<file path="src/rtl/sequence_gen.sv">
// Serial frame generator: 6-bit words become back-to-back MSB-first frames with FILL frames in
// the gaps; frame boundaries are flagged, PATTERN frames are tagged and saturating counts are kept.
module sequence_gen #(
  parameter int unsigned          FRAME_W = 6,
  parameter logic [FRAME_W-1:0]   PATTERN = 6'b011100,
  parameter logic [FRAME_W-1:0]   FILL    = 6'b111111,
  parameter int unsigned          CNT_W   = 16
) (
  input  logic               clk,
  input  logic               rst_n,
  input  logic               wr_valid,
  output logic               wr_ready,
  input  logic [FRAME_W-1:0] wr_data,
  input  logic               wr_use_pat,
  input  logic               clr_cnt,
  output logic               data,
  output logic               frame_start,
  output logic               frame_last,
  output logic               frame_pat,
  output logic [CNT_W-1:0]   frame_cnt,
  output logic [CNT_W-1:0]   pat_cnt
);

  localparam int unsigned  CW   = (FRAME_W > 1) ? $clog2(FRAME_W) : 1;
  localparam logic [CW-1:0] LAST = CW'(FRAME_W - 1);

  logic [FRAME_W-1:0] shreg_q, shreg_d;
  logic [CW-1:0]      cnt_q, cnt_d;
  logic               hold_v_q, hold_v_d;
  logic [FRAME_W-1:0] hold_w_q, hold_w_d;
  logic               cur_pat_q, cur_pat_d;
  logic [CNT_W-1:0]   frame_cnt_q, frame_cnt_d;
  logic [CNT_W-1:0]   pat_cnt_q, pat_cnt_d;

  logic               boundary;
  logic               accept;
  logic [FRAME_W-1:0] acc_word;
  logic [FRAME_W-1:0] load_word;

  always_comb begin
    boundary  = (cnt_q == LAST);
    wr_ready  = !hold_v_q || boundary;
    accept    = wr_valid && wr_ready;
    acc_word  = wr_use_pat ? PATTERN : wr_data;
    load_word = hold_v_q ? hold_w_q : FILL;

    shreg_d     = shreg_q;
    cnt_d       = cnt_q;
    hold_v_d    = hold_v_q;
    hold_w_d    = hold_w_q;
    cur_pat_d   = cur_pat_q;
    frame_cnt_d = frame_cnt_q;
    pat_cnt_d   = pat_cnt_q;

    if (boundary) begin
      cnt_d     = '0;
      shreg_d   = load_word;
      cur_pat_d = (load_word == PATTERN);
      hold_v_d  = 1'b0;
    end else begin
      cnt_d   = cnt_q + 1'b1;
      shreg_d = {shreg_q[FRAME_W-2:0], 1'b0};
    end

    // Applied after the boundary load so a boundary accept refills the slot just emptied.
    if (accept) begin
      hold_v_d = 1'b1;
      hold_w_d = acc_word;
    end

    if (clr_cnt) begin
      frame_cnt_d = '0;
      pat_cnt_d   = '0;
    end else if (boundary) begin
      if (frame_cnt_q != '1) frame_cnt_d = frame_cnt_q + 1'b1;
      if (cur_pat_q && (pat_cnt_q != '1)) pat_cnt_d = pat_cnt_q + 1'b1;
    end
  end

  always_ff @(posedge clk or negedge rst_n) begin
    if (!rst_n) begin
      shreg_q     <= FILL;
      cnt_q       <= '0;
      hold_v_q    <= 1'b0;
      hold_w_q    <= '0;
      cur_pat_q   <= 1'b0;
      frame_cnt_q <= '0;
      pat_cnt_q   <= '0;
    end else begin
      shreg_q     <= shreg_d;
      cnt_q       <= cnt_d;
      hold_v_q    <= hold_v_d;
      hold_w_q    <= hold_w_d;
      cur_pat_q   <= cur_pat_d;
      frame_cnt_q <= frame_cnt_d;
      pat_cnt_q   <= pat_cnt_d;
    end
  end

  assign data        = shreg_q[FRAME_W-1];
  assign frame_start = (cnt_q == '0);
  assign frame_last  = boundary;
  assign frame_pat   = boundary && cur_pat_q;
  assign frame_cnt   = frame_cnt_q;
  assign pat_cnt     = pat_cnt_q;

endmodule
</file>
<file path="config.mk">
export PLATFORM = sky130hd
export DESIGN_NAME = sequence_gen
export DESIGN_NICKNAME = d
export VERILOG_FILES = /design/src/rtl/sequence_gen.sv
export SDC_FILE = /design/constraint.sdc
export NUM_CORES = 1
export LEC_CHECK = 0
export ABC_AREA = 1
export BUFFER_PORTS_ARGS = -buffer_cell sky130_fd_sc_hd__buf_4
export CORE_MARGIN = 2
export CORE_UTILIZATION = 50
export CTS_BUF_LIST = sky130_fd_sc_hd__clkbuf_4
export DETAILED_ROUTE_END_ITERATION = 8
export MAX_ROUTING_LAYER = met4
export PLACE_DENSITY_LB_ADDON = 0.3
export SLEW_MARGIN = 20
export SYNTH_ARGS = -nofsm -noshare
export SYNTH_HDL_FRONTEND = slang
export SYNTH_SLANG_ARGS = --single-unit
</file>
<file path="constraint.sdc">
create_clock -name clk -period 4 [get_ports clk]
set_input_delay 1.2 -clock clk [delete_from_list [all_inputs] [get_ports clk]]
set_output_delay 1.2 -clock clk [all_outputs]
set_load 0.03 [all_outputs]
</file>
==> results.yml <==
clock_tree:
  cts-buffers-inserted: 5
  cts.clk_slew.worst_paths_ns: 0.14
  h-tree-depth: 2
  cts_root_buf: "clkbuf_4"
  ctsResizeCount: 0
  cts_tree: "yes"
  worstSkewPairLatency_ns: 0.37
  clock-sinks: 49
  cts_hold_buffers: 0
  clk_path_buf_depth: 2
  postCtsSetupBuffers: 0
synthesis:
  synthCells: 365
  syn_area_mm2: 0.00281
  syn_avg_cell_area_um2: 7.69
  synth.distinct_cells: 31
  synth_top_family_by_area: "simple AND/OR/NAND/NOR gates"
  synth_fa_ha_area_share_pct: 0.892
  synthSimpleGateAreaFrac_pct: 37.2
  synthMuxAreaShare_pct: 0
  synthXorXnorAreaFrac_pct: 3.12
  synth_compound_area_share_pct: 7.27
  ys_seq_area_share_pct: 44.0
  synth_nets: 378
  synth_area_leaders: "dfrtp_1, nand2_1, dfstp_2"
  synth.top_cell.area_share_pct: 38.4
  ys_ff_latch: 49
  yosys_warnings: 0
  yosys.area.top_type: "dfrtp_1"
floorplanning:
  coreArea_mm2: 0.00547
  die_x_um: 78.9
  dieArea_mm2: 0.00623
  die_h_um: 78.9
  pin_count: 48
  num_rows: 27
  start_util_pct: 51.3
setup_path:
  critical_path.startpoint_type: "flop"
  critPathMaxFanout: 11
  cp-end-kind: "output port"
  cp_data_required_time_ns: 2.80
  path_class: "flop to output port"
  arrival_ns: 1.70
  reg2regPathDepth: 4
timing:
  setup_violations: 0
  min_period_over_period_pct: 72.6
  rsz0062_at_grt: "false"
  finalClockSkew_ns: 0.00860
  slew_viol_final: 0
  hold_viol: 0
  worst_pin_slew_ns: 0.659
  relSlewSlack_pct: 55.9
  max_freq_mhz: 344
  fin_crit_ns: 2.90
  tns_ns: 0
grt:
  grt_max_degree: 50
  grt_usage_pct: 22.1
  antenna_found_initial: 0
  grt_pass1_wl_mm: 10.6
  first_global_vias: 2323
  grt_remaining_overflow: 0
route:
  avgViaCountPerCell: 5.16
  first_pass_iters: 4
  wl_met1_mm: 2.78
  route.met3.wl_um: 280
  dr_total_vias: 2494
  finalWirelength_mm: 6.13
  detail-route-antenna-nets: 0
  route.detailed.drc: 0
  drt_iter0_drc: 144
  top_layer: "met4"
  route.met2.wl_mm: 2.99
  wire_per_inst_um: 12.7
place:
  post_dp_cell_area_mm2: 0.00318
  gp_congestion: 0.892
  port_buffers: 47
  hpwl_mm: 4.42
cells_and_area:
  regArea_mm2: 0.00123
  final_common_cell: "nand2_1"
  diodes: 0
  final_cell_mix: "nand2_1, buf_4, dfrtp_1"
  fin_util_pct: 59.2
  fillers: 521
  drive_gt1_share_pct: 22.4
  area_delta_synth_final_pct: 15.4
  multi_input_area_mm2: 0.00136
  finalInstanceArea_mm2: 0.00324
  nets: 423
power_and_ir_drop:
  p_int_uw: 620
  pwr-share-seq_pct: 63.3
  power_switching_share_pct: 25.0
  p_sw_uw: 206
  p_leak_uw: 0.00161
  clkPwrFrac_pct: 29.0
  vdd_ir_drop_max_mv: 0.211
  p_per_area_mw_per_mm2: 255
  combPwrFrac_pct: 7.7
run:
  cap_violations: 0
worst_hold_path:
  worstHoldPathType: "flop to flop"
  hold_depth: 2
status:
  status: "finished clean"
per-layer routing:
metal,vias to the layer above,track usage [%]
li1,1262,-
met1,1168,28.4
met2,56,35.9
met3,8,3.75
met4,0,7.59
met5,-,-
through the flow:
stage / cells / hold slack [ns] / power, uW / worst slack, ns
finish: 483 / 0.492 / 826 / 1.10
global route: 483 / 0.486 / 866 / 0.930
CTS: 483 / 0.489 / 835 / 1.09
detailed placement: 475 / 0.465 / 598 / 1.25
global placement: 475 / 0.444 / 595 / 1.33
floorplan: 365 / 0.435 / 569 / 1.82
Yosys cell counts:
cell / count
nand2_1: 109
dfrtp_1: 43
nor2_1: 40
inv_1: 36
nand3_1: 24
o21ai_0: 19
nand4_1: 18
nand2_2: 16
xor2_1: 8
dfstp_2: 6
o21bai_1: 5
a21oi_1: 4
buf_2: 4
a31oi_1: 3
nor2_4: 3
nor2_8: 3
o21ai_1: 3
or2_2: 3
buf_4: 2
ha_1: 2
inv_2: 2
nor3_1: 2
xnor2_1: 2
a21o_2: 1
buf_12: 1
buf_6: 1
clkbuf_1: 1
nand2_4: 1
nand3_2: 1
nor2_2: 1
o32ai_1: 1
power groups by stage:
stage	logic (uW)	registers, uW	clock network [uW]
after floorplan	33.9	535	0
after global placement	63.2	532	0
after detailed placement	64.9	533	0
after CTS	65.2	523	246
after global routing	72.4	526	268
final	63.4	523	240
sequential cells by signal (all words and copies together), names as in the netlist:
name	cells
frame_cnt	16
pat_cnt	16
hold_w_q	6
shreg_q	6
cnt_q	3
cur_pat_q	1
hold_v_q	1
area by class of cell:
type / count / area share (%)
tap: 72 / 2.78
timing repair buffer: 47 / 10.9
clock buffer: 7 / 1.62
clock inverter: 1 / 0.232
sequential: 49 / 38.1
multi-input combinational: 269 / 42.0
inverter: 38 / 4.40
path summary, 6_finish.rpt:
check                                 from             to  slack (ns)
worst max-delay path              cnt_q[0]     frame_last        1.10
worst min-delay path            shreg_q[2]     shreg_q[3]        0.49
worst max register to register    cnt_q[0]  frame_cnt[12]        2.04
worst min register to register  shreg_q[2]     shreg_q[3]        0.49
max in group asynchronous            rst_n  frame_cnt[12]        2.76
min in group asynchronous            rst_n    pat_cnt[10]        0.83
critical path, stage by stage, from the launching register on:
cell and delay [ns]:
dfrtp_1 0.46, nand2_2 0.09, nor2_1 0.51, buf_4 0.28
kinds of logic after synthesis:
| family | Yosys count |
|---|---|
| AO/OA/AOI/OAI | 36 |
| flip-flops | 49 |
| adder cells (fa/ha/maj) | 2 |
| XOR/XNOR | 10 |
| buffers and inverters | 47 |
| AND/OR/NAND/NOR | 221 |
(Power assumes the default switching activity.)
